===== src/rtl/pcie_tlp_pkg.sv =====
// Shared PCIe TLP constants, FSM state type and MWr32 header word builder
// for the ECP3 16-bit VC0 transmit path.
package pcie_tlp_pkg;

  localparam logic [2:0] FMT_3DW_D    = 3'b010;
  localparam logic [4:0] TYPE_MEM     = 5'b00000;
  localparam int         HDR_WORDS    = 6;
  localparam int         CREDIT_SHIFT = 2;

  typedef enum logic [2:0] {
    S_IDLE,
    S_CHK,
    S_REQ,
    S_HDR,
    S_DATA
  } tx_state_e;

  // 3DW MWr header as six 16-bit words; dw_addr is byte address [31:2].
  function automatic logic [15:0] mwr32_hdr_word(
    input logic [2:0]  idx,
    input logic [9:0]  len,
    input logic [29:0] dw_addr,
    input logic [15:0] rid
  );
    logic [15:0] w;
    case (idx)
      3'd0:    w = {FMT_3DW_D, TYPE_MEM, 8'h00};
      3'd1:    w = {6'b0, len};
      3'd2:    w = rid;
      3'd3:    w = {8'h00, (len == 10'd1) ? 4'h0 : 4'hF, 4'hF};
      3'd4:    w = dw_addr[29:14];
      3'd5:    w = {dw_addr[13:0], 2'b00};
      default: w = 16'h0000;
    endcase
    return w;
  endfunction

endpackage


===== src/rtl/tlp_mwr_tx_if.sv =====
// Request/payload side and ECP3 tx_*_vc0 side of the MWr transmitter.
interface tlp_mwr_tx_if #(
  parameter int LEN_W = 10
);
  logic             req_valid;
  logic             req_ready;
  logic [29:0]      req_addr;
  logic [LEN_W-1:0] req_len;
  logic [15:0]      data_in;
  logic             data_rd;
  logic             tx_req;
  logic             tx_rdy;
  logic             tx_st;
  logic             tx_end;
  logic [15:0]      tx_data;
  logic [8:0]       tx_ca_ph;
  logic [12:0]      tx_ca_pd;
  logic             tx_ca_p_recheck;

  modport master (
    input  req_valid, req_addr, req_len, data_in,
    input  tx_rdy, tx_ca_ph, tx_ca_pd, tx_ca_p_recheck,
    output req_ready, data_rd, tx_req, tx_st, tx_end, tx_data
  );

  modport slave (
    output req_valid, req_addr, req_len, data_in,
    output tx_rdy, tx_ca_ph, tx_ca_pd, tx_ca_p_recheck,
    input  req_ready, data_rd, tx_req, tx_st, tx_end, tx_data
  );
endinterface


===== src/rtl/tlp_credit_chk.sv =====
// Posted credit check: one header credit plus ceil(len/4) data credits,
// either of which may be advertised as infinite.
module tlp_credit_chk
  import pcie_tlp_pkg::*;
#(
  parameter int LEN_W = 10
) (
  input  logic [8:0]       i_ph,
  input  logic [12:0]      i_pd,
  input  logic [LEN_W-1:0] i_len,
  output logic             o_pass
);
  localparam int SW = LEN_W + 1;

  logic [SW-1:0] w_sum;
  logic [SW-1:0] w_pdc;
  logic          w_ph_ok;
  logic          w_pd_ok;

  assign w_sum   = {1'b0, i_len} + SW'(3);
  assign w_pdc   = w_sum >> CREDIT_SHIFT;
  assign w_ph_ok = i_ph[8] | (i_ph[7:0] != 8'd0);
  assign w_pd_ok = i_pd[12] | (i_pd[11:0] >= 12'(w_pdc));
  assign o_pass  = w_ph_ok & w_pd_ok;

endmodule


===== src/rtl/tlp_mwr_tx.sv =====
// MWr32 TLP transmitter: latches a write request, waits for posted credits,
// requests the link and streams a 6-word header followed by 2*len payload words.
module tlp_mwr_tx
  import pcie_tlp_pkg::*;
#(
  parameter int MAX_DW = 32,
  parameter int LEN_W  = 10
) (
  input  logic         clk_125,
  input  logic         rstn,
  input  logic [7:0]   bus_num,
  input  logic [4:0]   dev_num,
  input  logic [2:0]   func_num,
  tlp_mwr_tx_if.master tx_if,
  output logic         busy,
  output logic         err_len,
  output logic [15:0]  tlp_cnt
);
  localparam int CNT_W = 11;

  tx_state_e        r_state;
  logic             r_req_ready;
  logic             r_tx_req;
  logic             r_tx_st;
  logic             r_tx_end;
  logic             r_data_ph;
  logic             r_err_len;
  logic [15:0]      r_tx_data;
  logic [15:0]      r_tlp_cnt;
  logic [15:0]      r_rid;
  logic [29:0]      r_addr;
  logic [LEN_W-1:0] r_len;
  logic [CNT_W-1:0] r_cnt;
  logic [CNT_W-1:0] r_last;

  logic             w_hs;
  logic             w_len_bad;
  logic             w_pass;
  logic [15:0]      w_hdr0;
  logic [15:0]      w_hdr_next;

  assign w_hs       = tx_if.req_valid & r_req_ready & (r_state == S_IDLE);
  assign w_len_bad  = (tx_if.req_len == '0) | (tx_if.req_len > LEN_W'(MAX_DW));
  assign w_hdr0     = mwr32_hdr_word(3'd0, r_len[9:0], r_addr, r_rid);
  assign w_hdr_next = mwr32_hdr_word(r_cnt[2:0] + 3'd1, r_len[9:0], r_addr, r_rid);

  tlp_credit_chk #(.LEN_W(LEN_W)) u_credit_chk (
    .i_ph   (tx_if.tx_ca_ph),
    .i_pd   (tx_if.tx_ca_pd),
    .i_len  (r_len),
    .o_pass (w_pass)
  );

  always_ff @(posedge clk_125 or negedge rstn) begin
    if (!rstn) begin
      r_state     <= S_IDLE;
      r_req_ready <= 1'b0;
      r_tx_req    <= 1'b0;
      r_tx_st     <= 1'b0;
      r_tx_end    <= 1'b0;
      r_data_ph   <= 1'b0;
      r_err_len   <= 1'b0;
      r_tx_data   <= '0;
      r_tlp_cnt   <= '0;
      r_rid       <= '0;
      r_addr      <= '0;
      r_len       <= '0;
      r_cnt       <= '0;
      r_last      <= '0;
    end else begin
      r_err_len <= 1'b0;
      case (r_state)
        S_IDLE: begin
          r_req_ready <= 1'b1;
          if (w_hs) begin
            r_addr <= tx_if.req_addr;
            r_len  <= tx_if.req_len;
            r_rid  <= {bus_num, dev_num, func_num};
            r_last <= CNT_W'(HDR_WORDS - 1) + CNT_W'({tx_if.req_len, 1'b0});
            if (w_len_bad) begin
              r_err_len <= 1'b1;
            end else begin
              r_req_ready <= 1'b0;
              r_state     <= S_CHK;
            end
          end
        end
        S_CHK: begin
          if (w_pass) begin
            r_tx_req <= 1'b1;
            r_state  <= S_REQ;
          end
        end
        S_REQ: begin
          // A recheck in the grant cycle wins: credits may have just shrunk.
          if (tx_if.tx_ca_p_recheck) begin
            r_tx_req <= 1'b0;
            r_state  <= S_CHK;
          end else if (tx_if.tx_rdy) begin
            r_tx_req  <= 1'b0;
            r_tx_st   <= 1'b1;
            r_tx_data <= w_hdr0;
            r_cnt     <= '0;
            r_state   <= S_HDR;
          end
        end
        S_HDR: begin
          r_tx_st <= 1'b0;
          r_cnt   <= r_cnt + 1'b1;
          if (r_cnt == CNT_W'(HDR_WORDS - 1)) begin
            r_data_ph <= 1'b1;
            r_tx_data <= '0;
            r_state   <= S_DATA;
          end else begin
            r_tx_data <= w_hdr_next;
          end
        end
        S_DATA: begin
          r_cnt <= r_cnt + 1'b1;
          if (r_cnt == r_last) begin
            r_data_ph   <= 1'b0;
            r_tx_end    <= 1'b0;
            r_tlp_cnt   <= r_tlp_cnt + 16'd1;
            r_req_ready <= 1'b1;
            r_state     <= S_IDLE;
          end else begin
            r_tx_end <= ((r_cnt + 1'b1) == r_last);
          end
        end
        default: r_state <= S_IDLE;
      endcase
    end
  end

  // Payload passes straight from the FWFT head so the pop and the word coincide.
  assign tx_if.tx_data   = r_data_ph ? tx_if.data_in : r_tx_data;
  assign tx_if.data_rd   = r_data_ph;
  assign tx_if.req_ready = r_req_ready;
  assign tx_if.tx_req    = r_tx_req;
  assign tx_if.tx_st     = r_tx_st;
  assign tx_if.tx_end    = r_tx_end;
  assign busy            = (r_state != S_IDLE);
  assign err_len         = r_err_len;
  assign tlp_cnt         = r_tlp_cnt;

endmodule

===== src/flat_wrapper.sv =====
// flat-port wrapper written by rule: the top's interface ports become plain ports
module tlp_mwr_tx_flat import pcie_tlp_pkg::*;
#(
  parameter int MAX_DW = 32,
  parameter int LEN_W  = 10
)
  (clk_125, rstn, bus_num, dev_num, func_num, busy, err_len, tlp_cnt, tx_if_req_valid, tx_if_req_addr, tx_if_req_len, tx_if_data_in, tx_if_tx_rdy, tx_if_tx_ca_ph, tx_if_tx_ca_pd, tx_if_tx_ca_p_recheck, tx_if_req_ready, tx_if_data_rd, tx_if_tx_req, tx_if_tx_st, tx_if_tx_end, tx_if_tx_data);
  tlp_mwr_tx_if #(.LEN_W(LEN_W)) tx_if_i ();
  input  logic clk_125;
  input  logic rstn;
  input  logic [7:0] bus_num;
  input  logic [4:0] dev_num;
  input  logic [2:0] func_num;
  output logic busy;
  output logic err_len;
  output logic [15:0] tlp_cnt;
  input wire logic [$bits(tx_if_i.req_valid)-1:0] tx_if_req_valid;
  input wire logic [$bits(tx_if_i.req_addr)-1:0] tx_if_req_addr;
  input wire logic [$bits(tx_if_i.req_len)-1:0] tx_if_req_len;
  input wire logic [$bits(tx_if_i.data_in)-1:0] tx_if_data_in;
  input wire logic [$bits(tx_if_i.tx_rdy)-1:0] tx_if_tx_rdy;
  input wire logic [$bits(tx_if_i.tx_ca_ph)-1:0] tx_if_tx_ca_ph;
  input wire logic [$bits(tx_if_i.tx_ca_pd)-1:0] tx_if_tx_ca_pd;
  input wire logic [$bits(tx_if_i.tx_ca_p_recheck)-1:0] tx_if_tx_ca_p_recheck;
  output wire logic [$bits(tx_if_i.req_ready)-1:0] tx_if_req_ready;
  output wire logic [$bits(tx_if_i.data_rd)-1:0] tx_if_data_rd;
  output wire logic [$bits(tx_if_i.tx_req)-1:0] tx_if_tx_req;
  output wire logic [$bits(tx_if_i.tx_st)-1:0] tx_if_tx_st;
  output wire logic [$bits(tx_if_i.tx_end)-1:0] tx_if_tx_end;
  output wire logic [$bits(tx_if_i.tx_data)-1:0] tx_if_tx_data;
  assign tx_if_i.req_valid = tx_if_req_valid;
  assign tx_if_i.req_addr = tx_if_req_addr;
  assign tx_if_i.req_len = tx_if_req_len;
  assign tx_if_i.data_in = tx_if_data_in;
  assign tx_if_i.tx_rdy = tx_if_tx_rdy;
  assign tx_if_i.tx_ca_ph = tx_if_tx_ca_ph;
  assign tx_if_i.tx_ca_pd = tx_if_tx_ca_pd;
  assign tx_if_i.tx_ca_p_recheck = tx_if_tx_ca_p_recheck;
  assign tx_if_req_ready = tx_if_i.req_ready;
  assign tx_if_data_rd = tx_if_i.data_rd;
  assign tx_if_tx_req = tx_if_i.tx_req;
  assign tx_if_tx_st = tx_if_i.tx_st;
  assign tx_if_tx_end = tx_if_i.tx_end;
  assign tx_if_tx_data = tx_if_i.tx_data;
  tlp_mwr_tx #(.MAX_DW(MAX_DW), .LEN_W(LEN_W)) u_core (.clk_125(clk_125), .rstn(rstn), .bus_num(bus_num), .dev_num(dev_num), .func_num(func_num), .tx_if(tx_if_i), .busy(busy), .err_len(err_len), .tlp_cnt(tlp_cnt));
endmodule

===== config.mk =====
export PLATFORM = sky130hd
export DESIGN_NAME = tlp_mwr_tx_flat
export DESIGN_NICKNAME = d
export VERILOG_FILES = /design/src/rtl/pcie_tlp_pkg.sv /design/src/rtl/tlp_mwr_tx_if.sv /design/src/rtl/tlp_credit_chk.sv /design/src/rtl/tlp_mwr_tx.sv /design/src/flat_wrapper.sv
export SDC_FILE = /design/constraint.sdc
export NUM_CORES = 1
export LEC_CHECK = 0
export CAP_MARGIN = 25
export CORE_ASPECT_RATIO = 1.75
export CORE_MARGIN = 3
export CORE_UTILIZATION = 51
export DETAILED_ROUTE_END_ITERATION = 8
export PLACE_DENSITY = 0.89
export SYNTH_ARGS = -nofsm -noshare
export SYNTH_HDL_FRONTEND = slang
export SYNTH_SLANG_ARGS = --single-unit

===== constraint.sdc =====
create_clock -name clk_125 -period 3.5 [get_ports clk_125]
set_input_delay 0.7 -clock clk_125 [delete_from_list [all_inputs] [get_ports clk_125]]
set_output_delay 0.7 -clock clk_125 [all_outputs]
set_load 0.05 [all_outputs]

==> results.yml <==
status:
  status: "finished clean"
synthesis:
  yosys_warnings: 0
  synth_top_area_cell: "dfrtp_1"
  synth_area_leaders: "dfrtp_1 (47%), nand2_1 (14%), xnor2_1 (4.6%)"
  yosys.area.top_type_share_pct: 46.6
  yosysSeqAreaShare_pct: 46.6
  synth_area_mm2: 0.00634
  yosys_register_bits: 118
  synth_edf_count: 0
  synth.distinct_cells: 58
  syn_nets: 843
  ys_async_sr_fraction_pct: 100
  synthFlopType: "dfrtp_1"
  syn_inst: 727
  synth.avg_cell_area_um2: 8.72
global_routing:
  grt_antenna_before_repair: 0
  grt-ovfl-total: 0
  grt_max_degree: 52
  grt_pass1_wl_mm: 28.8
  grt_pass1_vias: 5892
  track_usage_pct: 26.1
clock_network:
  numCtsBuffers: 17
  clock_path_buffers: 2
  cts-root-buf: "clkbuf_16"
  postCtsHoldBufs: 0
  cts_setup_buffers: 0
  htree_num_levels: 4
  clkTransAtPathRegs_ns: 0.05
  cts_resized: 0
  cts_num_sinks: 118
  cts_tree: "yes"
  clk_latency_ns: 0.41
setup_path:
  critPathKind: "reg2reg"
  worstPathMaxFanout: 7
  arrival_ns: 3.45
  critPathMaxStageDelay_ns: 0.47
  endpoint_kind: "flip-flop"
  r2r_slack_ns: 0.34
  path_cells: "o21a_1, nand3_1, nor2_1, nand3_1, nor2_1, nand2_1, ha_1, or4_1, a211oi_1, o211a_1, nor3_1, o2bb2a_1"
  crit_required_ns: 3.79
  slowest_stage: "dfrtp_1"
  start_kind: "flip-flop"
power_and_ir_drop:
  leakage_nw: 3.80
  ir_drop_uv: 480
  power_per_cell_area_mw_per_mm2: 841
  total_power_mw: 7.10
drt:
  drt_wl_total_mm: 17.8
  dr.pass1.iters: 6
  via_count: 5803
  final_antenna_net_count: 0
  routed_via_density: 5.64
  avgRoutedWirePerCell_um: 17.3
  drt_iter0_markers: 459
  drc: 0
die:
  die-area_mm2: 0.0139
  core-area_mm2: 0.0121
  rows: 53
  die_h_um: 154
  die_width_um: 90.3
  initial_utilization_pct: 52.6
  ios: 138
final_layout:
  final_layout_size_suffix_gt1_share_pct: 8.11
  area_growth_pct: 33.1
  nets: 967
  fin_util_pct: 69.9
  final_area_mm2: 0.00844
  antenna_cells: 0
timing:
  skew_ns: 0.00557
  finalCriticalPeriod_ns: 3.16
  setup_viol: 0
  max_freq_mhz: 316
  finalHoldViolCount: 0
  rsz0062_at_grt: "false"
  tightest_slew_ns: 0.769
  finalMaxSlewViolations: 0
  finalCritPeriodShare_pct: 90.3
  maxSlewHeadroom_pct: 48.8
  fin_tns_setup_ns: 0
placed_design:
  post_dp_cell_area_mm2: 0.00783
  gp_congestion: 0.917
  portBuffers: 137
  place_hpwl_mm: 12.7
hold_path:
  hold_class: "in2async"
job:
  max_cap_viol_count: 0
cell type report:
cell class / count / area, um2
clock inverter: 13 / 158
multi-input combinational: 557 / 3180
sequential: 118 / 2950
fill: 867 / 3630
tap: 165 / 206
timing repair buffer: 145 / 1460
clock buffer: 18 / 439
inverter: 12 / 45.0
metrics by stage:
stage | hold slack, ns | cells | setup slack (ns)
2_1_floorplan | 0.404 | 727 | 0.607
3_3_place_gp | 0.458 | 996 | 0.489
6_report | 0.322 | 1028 | 0.339
5_1_grt | 0.368 | 1028 | 0.143
4_1_cts | 0.345 | 1027 | 0.368
3_5_place_dp | 0.465 | 996 | 0.379
state kept, by name, indices dropped and copies added (netlist names):
name / cells
u_core.err_len: 1
u_core.r_addr: 30
u_core.r_cnt: 11
u_core.r_last: 11
u_core.r_len: 9
u_core.r_rid: 16
u_core.r_state: 3
u_core.r_tx_data: 16
u_core.tlp_cnt: 16
u_core.tx_if.data_rd: 1
u_core.tx_if.req_ready: 1
u_core.tx_if.tx_end: 1
u_core.tx_if.tx_req: 1
u_core.tx_if.tx_st: 1
placed cells by master (no fill, tap or decap), types with 16 or more instances in the layout:
cell type	synthesis	layout
a21oi_1	16	16
nand2_1	245	245
o21ai_0	35	35
ha_1	17	17
nand3_1	27	26
xnor2_1	33	32
clkbuf_16	0	17
xor2_1	16	16
clkdlybuf4s50_1	0	136
nor2_1	33	33
dfrtp_1	118	118
mux2_2	16	16
where the power goes:
part           internal (mW)  switching (mW)
Sequential              1.84           0.506
Combinational           1.14            1.87
Clock                   1.13           0.619
Total                   4.11            2.99
logic make-up (layout without fill, tap and decap cells):
logic type / after synthesis / in the layout / synth area share (%)
buf+inv: 52 / 188 / 3.51
mux: 18 / 18 / 3.16
fa+ha+maj: 17 / 17 / 3.35
compound gates: 109 / 109 / 10.9
simple gates: 363 / 363 / 25.5
flops: 118 / 118 / 46.6
xor+xnor: 50 / 50 / 7.02
cells in the mapped netlist, types with 2 or more instances:
master    count
nand2_1     245
dfrtp_1     118
o21ai_0      35
clkbuf_1     33
nor2_1       33
xnor2_1      33
nand3_1      27
ha_1         17
a21oi_1      16
mux2_2       16
xor2_1       16
inv_1        12
a31oi_1       9
a221oi_1      8
a211oi_1      7
nand2b_1      7
nand4_1       7
a22oi_1       6
nor3_1        6
o21ai_1       6
o31ai_1       6
nor4_1        5
o211ai_1      5
and2_1        4
and3_1        4
nor4b_1       3
or3_1         3
or4_1         3
and4_1        2
buf_4         2
mux2i_1       2
nor2b_1       2
nor4_2        2
o22ai_1       2
o41ai_1       2
metal layers:
| layer | global-route usage [%] | up-vias | share of wire (%) |
|---|---|---|---|
| li1 | - | 2711 | - |
| met1 | 28.4 | 2752 | 36 |
| met2 | 47.1 | 267 | 53 |
| met3 | 4.50 | 73 | 5.7 |
| met4 | 15.0 | 0 | 5.4 |
| met5 | 0 | - | 0 |
path summary, 6_finish.rpt:
check                             startpoint                  end  depth (start not counted)
max in group asynchronous               rstn      u_core.r_cnt[8]                          2
hold / removal                          rstn   u_core.tlp_cnt[15]                          1
setup reg to reg            u_core.r_last[1]  u_core.tx_if.tx_req                         12
hold reg to reg            u_core.r_addr[24]    u_core.r_addr[24]                          2
setup / recovery            u_core.r_last[1]  u_core.tx_if.tx_req                         12
min in group clk_125       u_core.r_addr[24]    u_core.r_addr[24]                          2
critical path: cells and delay by family (launching register included):
kind                       cells  cell delay [ns]
DFF                            1             0.47
AOI/OAI and AO/OA              4             1.08
adders and majority gates      1             0.19
and+or+nand+nor                7             1.31
Note: power is estimated with default switching activity, not from simulation.
